<file path="config.mk">
export PLATFORM = sky130hd
export DESIGN_NAME = vehicle_demand_sensor_flat
export DESIGN_NICKNAME = d
export VERILOG_FILES = /design/src/rtl/vehicle_demand_sensor_if.sv /design/src/rtl/vehicle_demand_sensor.sv /design/src/flat_wrapper.sv
export SDC_FILE = /design/constraint.sdc
export NUM_CORES = 1
export LEC_CHECK = 0
export BUFFER_PORTS_ARGS = -buffer_cell sky130_fd_sc_hd__buf_2
export CORE_UTILIZATION = 50
export CTS_CLUSTER_SIZE = 10
export DETAILED_ROUTE_END_ITERATION = 8
export PLACE_DENSITY = 0.69
export SYNTH_ARGS = -nofsm -noshare
export SYNTH_HDL_FRONTEND = slang
export SYNTH_SLANG_ARGS = --single-unit
</file>
<file path="constraint.sdc">
create_clock -name clock -period 3.07 [get_ports clock]
set_input_delay 0.307 -clock clock [delete_from_list [all_inputs] [get_ports clock]]
set_output_delay 0.307 -clock clock [all_outputs]
set_load 0.03 [all_outputs]
</file>
<file path="src/rtl/vehicle_demand_sensor_if.sv">
// Side-road demand sensor signal bundle.
// The slave modport is the sensor block itself; the master modport is the
// environment that drives the loop detector and the controller light state.
interface vehicle_demand_sensor_if #(
  parameter int CNT_W = 4
);
  logic             sensor_raw;
  logic [1:0]       ew;
  logic             X;
  logic [CNT_W-1:0] q_cnt;
  logic             arrival;
  logic             sat_flag;

  modport master (
    output sensor_raw,
    output ew,
    input  X,
    input  q_cnt,
    input  arrival,
    input  sat_flag
  );

  modport slave (
    input  sensor_raw,
    input  ew,
    output X,
    output q_cnt,
    output arrival,
    output sat_flag
  );
endinterface

</file>
<file path="src/rtl/vehicle_demand_sensor.sv">
// vehicle_demand_sensor: conditions the raw side-road loop detector into the
// intersection controller's X demand input. The detector is synchronised,
// debounced and turned into one arrival pulse per vehicle; a saturating queue
// counter tracks waiting vehicles and is drained during east-west green.
// Optional macro MAX_GREEN_EN bounds the SERVE phase to MAX_GREEN cycles and
// adds a HOLDOFF state that drops X until the controller leaves green.
module vehicle_demand_sensor #(
  parameter int DEBOUNCE_CYCLES = 4,
  parameter int CNT_W           = 4,
  parameter int DRAIN_CYCLES    = 8,
  parameter int MAX_GREEN       = 32
) (
  input  logic                    clock,
  input  logic                    clear_n,
  vehicle_demand_sensor_if.slave  bus
);

  localparam int DB_W = (DEBOUNCE_CYCLES > 2) ? $clog2(DEBOUNCE_CYCLES) : 1;
  localparam int DR_W = (DRAIN_CYCLES > 1) ? $clog2(DRAIN_CYCLES) : 1;
  localparam logic [1:0]       EW_GREEN = 2'd2;
  localparam logic [CNT_W-1:0] Q_MAX    = {CNT_W{1'b1}};
  localparam logic [CNT_W-1:0] Q_ZERO   = {CNT_W{1'b0}};

`ifdef MAX_GREEN_EN
  localparam int SV_W = (MAX_GREEN > 1) ? $clog2(MAX_GREEN) : 1;
`endif

  typedef enum logic [1:0] {
    IDLE    = 2'd0,
    REQUEST = 2'd1,
    SERVE   = 2'd2
`ifdef MAX_GREEN_EN
    ,
    HOLDOFF = 2'd3
`endif
  } state_t;

  state_t           state_r;
  logic             s1_r;
  logic             s2_r;
  logic             det_r;
  logic             det_prev_r;
  logic [DB_W-1:0]  db_cnt_r;
  logic [DR_W-1:0]  drain_r;
  logic [CNT_W-1:0] q_cnt_r;
  logic             arrival_r;
  logic             sat_r;
  logic             x_r;
`ifdef MAX_GREEN_EN
  logic [SV_W-1:0]  serve_cnt_r;
  logic             max_green_s;
`endif

  logic green_s;
  logic in_serve_s;
  logic drain_tc_s;
  logic q_zero_s;
  logic inc_s;
  logic dec_s;

  // Decode green, drain terminal count and queue increment/decrement requests.
  always_comb begin
    green_s    = (bus.ew == EW_GREEN);
    in_serve_s = (state_r == SERVE);
    drain_tc_s = in_serve_s && green_s && (drain_r == DR_W'(DRAIN_CYCLES - 1));
    q_zero_s   = (q_cnt_r == Q_ZERO);
    inc_s      = det_r & ~det_prev_r;
    dec_s      = drain_tc_s & ~q_zero_s;
  end

`ifdef MAX_GREEN_EN
  // Flag the last permitted SERVE cycle.
  always_comb begin
    max_green_s = (serve_cnt_r == SV_W'(MAX_GREEN - 1));
  end
`endif

  // Two-flop synchroniser for the asynchronous detector level.
  always_ff @(posedge clock or negedge clear_n) begin
    if (!clear_n) begin
      s1_r <= 1'b0;
      s2_r <= 1'b0;
    end else begin
      s1_r <= bus.sensor_raw;
      s2_r <= s1_r;
    end
  end

  // Debounce: det flips only after DEBOUNCE_CYCLES consecutive differing samples.
  always_ff @(posedge clock or negedge clear_n) begin
    if (!clear_n) begin
      det_r    <= 1'b0;
      db_cnt_r <= {DB_W{1'b0}};
    end else if (s2_r == det_r) begin
      db_cnt_r <= {DB_W{1'b0}};
    end else if (db_cnt_r == DB_W'(DEBOUNCE_CYCLES - 1)) begin
      det_r    <= ~det_r;
      db_cnt_r <= {DB_W{1'b0}};
    end else begin
      db_cnt_r <= db_cnt_r + DB_W'(1);
    end
  end

  // Rising-edge detect on det; arrival is registered alongside the queue update.
  always_ff @(posedge clock or negedge clear_n) begin
    if (!clear_n) begin
      det_prev_r <= 1'b0;
      arrival_r  <= 1'b0;
    end else begin
      det_prev_r <= det_r;
      arrival_r  <= inc_s;
    end
  end

  // Saturating queue counter; a dropped arrival sets the sticky saturation flag.
  always_ff @(posedge clock or negedge clear_n) begin
    if (!clear_n) begin
      q_cnt_r <= Q_ZERO;
      sat_r   <= 1'b0;
    end else if (inc_s && !dec_s) begin
      if (q_cnt_r == Q_MAX) begin
        sat_r <= 1'b1;
      end else begin
        q_cnt_r <= q_cnt_r + CNT_W'(1);
      end
    end else if (dec_s && !inc_s) begin
      q_cnt_r <= q_cnt_r - CNT_W'(1);
    end else begin
      q_cnt_r <= q_cnt_r;
    end
  end

  // Drain timer: advances only in SERVE during green, wraps at its terminal count.
  always_ff @(posedge clock or negedge clear_n) begin
    if (!clear_n) begin
      drain_r <= {DR_W{1'b0}};
    end else if (!in_serve_s) begin
      drain_r <= {DR_W{1'b0}};
    end else if (drain_tc_s) begin
      drain_r <= {DR_W{1'b0}};
    end else if (green_s) begin
      drain_r <= drain_r + DR_W'(1);
    end else begin
      drain_r <= drain_r;
    end
  end

`ifdef MAX_GREEN_EN
  // SERVE-phase length counter used to cap east-west green.
  always_ff @(posedge clock or negedge clear_n) begin
    if (!clear_n) begin
      serve_cnt_r <= {SV_W{1'b0}};
    end else if (in_serve_s) begin
      serve_cnt_r <= serve_cnt_r + SV_W'(1);
    end else begin
      serve_cnt_r <= {SV_W{1'b0}};
    end
  end
`endif

  // Demand FSM; X is registered together with the state so it cannot glitch.
  always_ff @(posedge clock or negedge clear_n) begin
    if (!clear_n) begin
      state_r <= IDLE;
      x_r     <= 1'b0;
    end else begin
      case (state_r)
        IDLE: begin
          if (!q_zero_s) begin
            state_r <= REQUEST;
            x_r     <= 1'b1;
          end else begin
            state_r <= IDLE;
            x_r     <= 1'b0;
          end
        end
        REQUEST: begin
          if (green_s) begin
            state_r <= SERVE;
          end else begin
            state_r <= REQUEST;
          end
          x_r <= 1'b1;
        end
        SERVE: begin
          if (q_zero_s) begin
            state_r <= IDLE;
            x_r     <= 1'b0;
`ifdef MAX_GREEN_EN
          end else if (max_green_s) begin
            state_r <= HOLDOFF;
            x_r     <= 1'b0;
`endif
          end else if (!green_s) begin
            state_r <= REQUEST;
            x_r     <= 1'b1;
          end else begin
            state_r <= SERVE;
            x_r     <= 1'b1;
          end
        end
`ifdef MAX_GREEN_EN
        HOLDOFF: begin
          if (green_s) begin
            state_r <= HOLDOFF;
            x_r     <= 1'b0;
          end else if (!q_zero_s) begin
            state_r <= REQUEST;
            x_r     <= 1'b1;
          end else begin
            state_r <= IDLE;
            x_r     <= 1'b0;
          end
        end
`endif
        default: begin
          state_r <= IDLE;
          x_r     <= 1'b0;
        end
      endcase
    end
  end

  assign bus.X        = x_r;
  assign bus.q_cnt    = q_cnt_r;
  assign bus.arrival  = arrival_r;
  assign bus.sat_flag = sat_r;

endmodule

</file>
<file path="src/flat_wrapper.sv">
// flat-port wrapper written by rule: the top's interface ports become plain ports
module vehicle_demand_sensor_flat 
#(
  parameter int DEBOUNCE_CYCLES = 4,
  parameter int CNT_W           = 4,
  parameter int DRAIN_CYCLES    = 8,
  parameter int MAX_GREEN       = 32
)
  (clock, clear_n, bus_sensor_raw, bus_ew, bus_X, bus_q_cnt, bus_arrival, bus_sat_flag);
  vehicle_demand_sensor_if #(.CNT_W(CNT_W)) bus_i ();
  input  logic clock;
  input  logic clear_n;
  input wire logic [$bits(bus_i.sensor_raw)-1:0] bus_sensor_raw;
  input wire logic [$bits(bus_i.ew)-1:0] bus_ew;
  output wire logic [$bits(bus_i.X)-1:0] bus_X;
  output wire logic [$bits(bus_i.q_cnt)-1:0] bus_q_cnt;
  output wire logic [$bits(bus_i.arrival)-1:0] bus_arrival;
  output wire logic [$bits(bus_i.sat_flag)-1:0] bus_sat_flag;
  assign bus_i.sensor_raw = bus_sensor_raw;
  assign bus_i.ew = bus_ew;
  assign bus_X = bus_i.X;
  assign bus_q_cnt = bus_i.q_cnt;
  assign bus_arrival = bus_i.arrival;
  assign bus_sat_flag = bus_i.sat_flag;
  vehicle_demand_sensor #(.DEBOUNCE_CYCLES(DEBOUNCE_CYCLES), .CNT_W(CNT_W), .DRAIN_CYCLES(DRAIN_CYCLES), .MAX_GREEN(MAX_GREEN)) u_core (.clock(clock), .clear_n(clear_n), .bus(bus_i));
endmodule
</file>
==> results of run 1 <==
[through the flow]
step | worst slack (ns) | instance area [um^2] | total power, W
CTS | 0.485 | 966 | 0.000948
global placement | 0.615 | 920 | 0.000786
global route | 0.295 | 966 | 0.00102
detailed placement | 0.510 | 920 | 0.000798
finish | 0.497 | 966 | 0.000936
floorplan | 0.541 | 845 | 0.000688
[power groups by stage]
stage	Combinational (W)	Clock, W	Sequential [W]
5_1_grt	0.000458	0.000156	0.000402
2_1_floorplan	0.000220	0	0.000468
3_5_place_dp	0.000403	0	0.000395
4_1_cts	0.000407	0.000151	0.000390
6_report	0.000403	0.000144	0.000389
3_3_place_gp	0.000395	0	0.000391
[what timing repair did]
item | CTS | global route
endpoints found under the hold margin | 18 | 0
hold buffers | 1 | 0
resized for setup | 0 | 0
[state kept, by name (all words and copies together), names as in the netlist]
signal	cells
u_core.bus.arrival	1
u_core.det_r	1
u_core.db_cnt_r	2
u_core.drain_r	3
u_core.state_r	2
u_core.s1_r	1
u_core.bus.sat_flag	1
u_core.det_prev_r	1
u_core.bus.q_cnt	4
u_core.s2_r	1
u_core.bus.X	1
[critical path, cell delays in order, from the launching register on]
cell	delay [ns]
dfrtp_1	0.47
or4_4	0.59
nand4_4	0.12
nand2_1	0.11
ha_1	0.36
a21oi_1	0.09
a2111oi_0	0.40
mux2i_1	0.16
xnor2_1	0.15
[cell type report]
cell class / instances / area, um^2 / share of cell area
Timing Repair Buffer: 12 / 65.1 / 0.0674
Inverter: 1 / 3.75 / 0.00389
Tap cell: 16 / 20.0 / 0.0207
Clock buffer: 4 / 36.3 / 0.0376
Sequential cell: 18 / 450 / 0.466
Multi-Input combinational cell: 51 / 390 / 0.404
[placed cells by master (no fill, tap or decap), drive strengths merged, types with 2 or more instances in the layout]
cell,n
dfrtp,18
buf,11
a21oi,6
nand2,6
ha,5
nor2b,4
clkbuf,4
nand2b,3
nor2,3
mux2i,3
xnor2,2
nor3,2
mux2,2
nand3,2
xor2,2
o21ai,2
[Yosys cell counts]
| cell | instances |
|---|---|
| a2111oi_0 | 1 |
| a21oi_1 | 6 |
| a31o_2 | 1 |
| and2b_1 | 1 |
| and3b_1 | 1 |
| and4_1 | 1 |
| dfrtp_1 | 18 |
| fa_1 | 1 |
| ha_1 | 5 |
| inv_1 | 1 |
| mux2_1 | 2 |
| mux2i_1 | 3 |
| nand2_1 | 6 |
| nand2b_1 | 3 |
| nand3_1 | 2 |
| nand3b_1 | 1 |
| nand4_4 | 1 |
| nor2_1 | 3 |
| nor2b_1 | 4 |
| nor3_1 | 2 |
| o21ai_0 | 1 |
| o21ai_1 | 1 |
| or4_4 | 1 |
| xnor2_1 | 2 |
| xor2_1 | 2 |
[layer usage]
layer  part of all wire  global-route usage  up-vias
met3              0.026              0.0255        2
met2               0.48               0.296        8
li1                   -                   -      280
met5                  0                   0        -
met1               0.49               0.238      269
met4             0.0044              0.0727        0
[final timing paths]
path	start	to	slack, ns
setup / recovery	u_core.bus.q_cnt[0]	u_core.bus.q_cnt[3]	0.50
hold / removal	bus_sensor_raw	u_core.s1_r	0.12
setup reg to reg	u_core.bus.q_cnt[0]	u_core.bus.q_cnt[3]	0.50
hold reg to reg	u_core.s1_r	u_core.s2_r	0.36
max in group asynchronous	clear_n	u_core.db_cnt_r[1]	2.29
min in group asynchronous	clear_n	u_core.bus.q_cnt[2]	0.50
[logic make-up (layout without fill, tap and decap cells)]
family	count (synthesis)	count (layout)	synth area share
buffers and inverters	1	17	0.00444
XOR/XNOR	4	4	0.0415
flip-flops	18	18	0.533
AO/OA/AOI/OAI	10	10	0.0681
adder cells (fa/ha/maj)	6	6	0.0978
AND/OR/NAND/NOR	26	26	0.193
multiplexers	5	5	0.0622
==> impl_metrics.toml, run 1 <==
[timing]
final_hold_viol_count = 0
fin_crit_ns = 2.57
fin_worst_skew_ns = 0.00329
maxSlewViolCount = 0
slew-limit-headroom = 0.713
worstMarginPinSlew_ns = 0.419
whs_ns = 0.120
fin_tns_setup_ns = 0
fmaxAchievable_mhz = 389
setup-violations-final = 0
fin_crit_sh = 0.838
grt_setup_unrepaired = "false"

[synthesis]
ys_top_cells_by_area = "dfrtp_1 (53%), ha_1 (7.4%), a21oi_1 (3.6%)"
ys_seq_elements = 18
synth_area_um2 = 845
synth_cells = 70
yosysSeqAreaShare = 0.533
synth.avg_cell_area_um2 = 12.1
syn-num-nets = 81
yosys_warnings = 0
synth_area_leader_cell = "dfrtp_1"
synth_cell_types = 25
yosys.area.top_type_share = 0.533

[clocking]
cts_sinks = 18
numCtsBuffers = 3
cts.path.max_buffers = 2
cts_tree = "yes"
clk_pin_slew_ns = 0.10
htree_levels = 1
ctsRootBufferMaster = "clkbuf_4"
post_cts_buffers = 0
clkLatencyLatePin_ns = 0.29

[detailed_routing]
via_count = 559
drc = 0
drt-total-wl_um = 1370
ant_nets = 0
vias_per_cell = 5.48
drt_iter0_drc = 6
detail_route.wl_per_cell_um = 13.4
first_pass_iters = 2

[floorplanning]
die_w_um = 43.1
initial_core_util = 0.548
die_area_um2 = 1860
coreArea_um2 = 1540
fp-row-count = 14
io_pins = 12
die-height_um = 43.1

[placed_design]
io_buffers = 11
place_inst = 97
gp_congestion = 0.752

[global_routing]
grt_pass1_wl_um = 2430
grt_max_degree = 19
grt_overflow = 0
antenna_found_initial = 0
grt_usage = 0.180
grt_pass1_vias = 550

[setup_path]
r2r_cells = 8
cp_data_required_time_ns = 3.25
cp-end-kind = "flop"
start_kind = "flop"
crit_type = "reg2reg"
path_max_fanout = 6
cp.arrival_ns = 2.75

[layout]
layout-drive-gt1-share = 0.209
fin_nets = 98
stdcell_count = 102
fin_util = 0.627
num_antenna_cells = 0
fillers = 132
area_growth_pct = 14.4

[power_and_ir_drop]
power_frac_comb = 0.430
ir_drop_v = 0.000717
p_leak_nw = 0.448
pwr-share-seq = 0.416
internal-power_w = 0.000553
p_switching_w = 0.000384
clkPwrFrac = 0.154
p_sw_frac = 0.410
powerDensity_nw_per_um2 = 969

[min_path]
min_path_type = "in2reg"
min_path_cells = 1

[job]
drv_cap = 0

[run_status]
run_status = "finished, final reports clean"
(Power assumes the default switching activity.)
==> inputs of run 2 (changes only) <==
- clock period: 3.07 -> 2.6 ns (I/O delays scaled with it)
==> run 2 against run 1 <==
Net effect: non-clock buffer count grew 1; global-route usage is 0.88 points lower; flip-flop and latch count is the same; cell count increased by 0.98%; clock skew shrank 0.0023 ns; critical path depth unchanged; sequential power is 18% higher; worst hold slack lost 0.049 ns; critical path type unchanged.
==> impl_metrics.toml, run 2 (same netlist as run 1, synthesis figures left out) <==
[detailed_routing]
via_count = 556
drc = 0
detail_route.wl_per_cell_um = 13.2
vias_per_cell = 5.40
drt-total-wl_um = 1360
ant_nets = 0
first_pass_iters = 4
drt_iter0_drc = 5

[setup_path]
crit_start = "u_core.bus.q_cnt[1]"
r2r_cells = 8
rrSetupSlack_ns = 0.13
crit_type = "reg2reg"
reg2reg_from = "u_core.bus.q_cnt[1]"
cp_data_required_time_ns = 2.78
path_max_fanout = 6
cp.arrival_ns = 2.65
cp-end-kind = "flop"
start_kind = "flop"
worstReg2RegEnd = "u_core.bus.q_cnt[3]"

[floorplanning]
die-height_um = 43.1
io_pins = 12
coreArea_um2 = 1540
die_area_um2 = 1860
fp-row-count = 14
die_w_um = 43.1
initial_core_util = 0.548

[placed_design]
gp_congestion = 0.735
place_area_um2 = 927
dp.final_hpwl_um = 996
place_worst_setup_slack_ns = 0.0936
io_buffers = 11

[min_path]
worstHoldStart = "bus_sensor_raw"
min_path_type = "in2reg"
min_to = "u_core.s1_r"
min_path_cells = 1

[layout]
final_common_cell = "dfrtp_1"
area_growth_pct = 17.0
fin_nets = 99
final_cell_area_um2 = 988
fin_util = 0.641
num_antenna_cells = 0
layout-drive-gt1-share = 0.241
largest_register_ffs = 4
fillers = 125
layout_common_cells = "dfrtp_1 (17), buf_2 (11), a21oi_1 (6), nand2_1 (6)"
regArea_um2 = 452
multi_input_area_um2 = 404

[power_and_ir_drop]
p_sw_frac = 0.406
ir_drop_v = 0.000846
power_frac_comb = 0.456
powerDensity_nw_per_um2 = 1160
internal-power_w = 0.000684
clkPwrFrac = 0.146
p_leak_nw = 0.453
p_switching_w = 0.000467
pwr-share-seq = 0.398

[run_status]
run_status = "finished, final reports clean"

[global_routing]
grt_pass1_vias = 541
antenna_found_initial = 0
grt_usage = 0.171
grt_max_degree = 19
grt_overflow = 0
grt_pass1_wl_um = 2330

[job]
drv_cap = 0

[timing]
worstMarginPinSlew_ns = 0.383
maxSlewViolCount = 0
fin_worst_skew_ns = 0.000947
fin_ws_ns = 0.127
setup-violations-final = 0
fin_crit_sh = 0.951
fin_crit_ns = 2.47
fmaxAchievable_mhz = 404
slew-limit-headroom = 0.737
final_hold_viol_count = 0

[clocking]
numCtsBuffers = 3
post_cts_buffers = 0
cts.path.max_buffers = 2
cts_tree = "yes"
clkLatencyLatePin_ns = 0.28
htree_levels = 1
cts_sinks = 18
ctsRootBufferMaster = "clkbuf_4"
clk_pin_slew_ns = 0.10
run 2: what timing repair did:
item                                    in CTS  in global routing
hold buffers                                 1                  0
gates resized for setup                      0                  3
endpoints found under the hold margin       18                  0
endpoints found under the setup margin       0                  1
run 2: how the worst max path moves through the flow:
stage / endpoint / slack, ns / depth (start not counted)
after floorplan: u_core.bus.q_cnt[3] / 0.07 / 8
after global placement: u_core.bus.q_cnt[3] / 0.18 / 8
after detailed placement: u_core.bus.q_cnt[3] / 0.09 / 8
after CTS: u_core.bus.q_cnt[3] / 0.08 / 8
after global routing: u_core.bus.q_cnt[3] / -0.01 / 8
final: u_core.bus.q_cnt[3] / 0.13 / 8
run 2: stage by stage:
step / power [W] / hold WS (ns) / setup TNS [ns] / std cells
CTS: 0.00113 / 0.0617 / 0 / 103
global placement: 0.000939 / 0.210 / 0 / 98
global route: 0.00125 / 0.0614 / -0.0107 / 103
detailed placement: 0.000952 / 0.206 / 0 / 98
floorplan: 0.000813 / -0.0356 / 0 / 70
finish: 0.00115 / 0.0713 / 0 / 103
run 2: final cells by class:
cell class	instances	area share
Multi-Input combinational cell	51	0.409
Timing Repair Buffer	13	0.0734
Tap cell	16	0.0203
Clock buffer	4	0.0367
Sequential cell	18	0.457
Inverter	1	0.00380
run 2: worst max-delay path, cell delays in order, from the launching register on:
cell	delay, ns
dfrtp_2	0.46
or4_4	0.55
nand4_4	0.12
nand2_1	0.15
ha_4	0.33
a21oi_1	0.08
a2111oi_1	0.38
mux2i_1	0.15
xnor2_1	0.15
run 2: layer usage:
metal / share of wire / wire length (um) / track usage
met5: 0 / 0 / 0
met4: 0.0044 / 6 / 0.0909
met3: 0.024 / 33 / 0.0255
met2: 0.47 / 640 / 0.257
met1: 0.50 / 679 / 0.239
run 2: power groups by stage:
stage / Combinational (W) / Clock, W / Sequential (W)
floorplan: 0.000260 / 0 / 0.000553
global placement: 0.000488 / 0 / 0.000451
detailed placement: 0.000496 / 0 / 0.000455
CTS: 0.000500 / 0.000175 / 0.000451
global route: 0.000594 / 0.000182 / 0.000472
finish: 0.000525 / 0.000168 / 0.000458
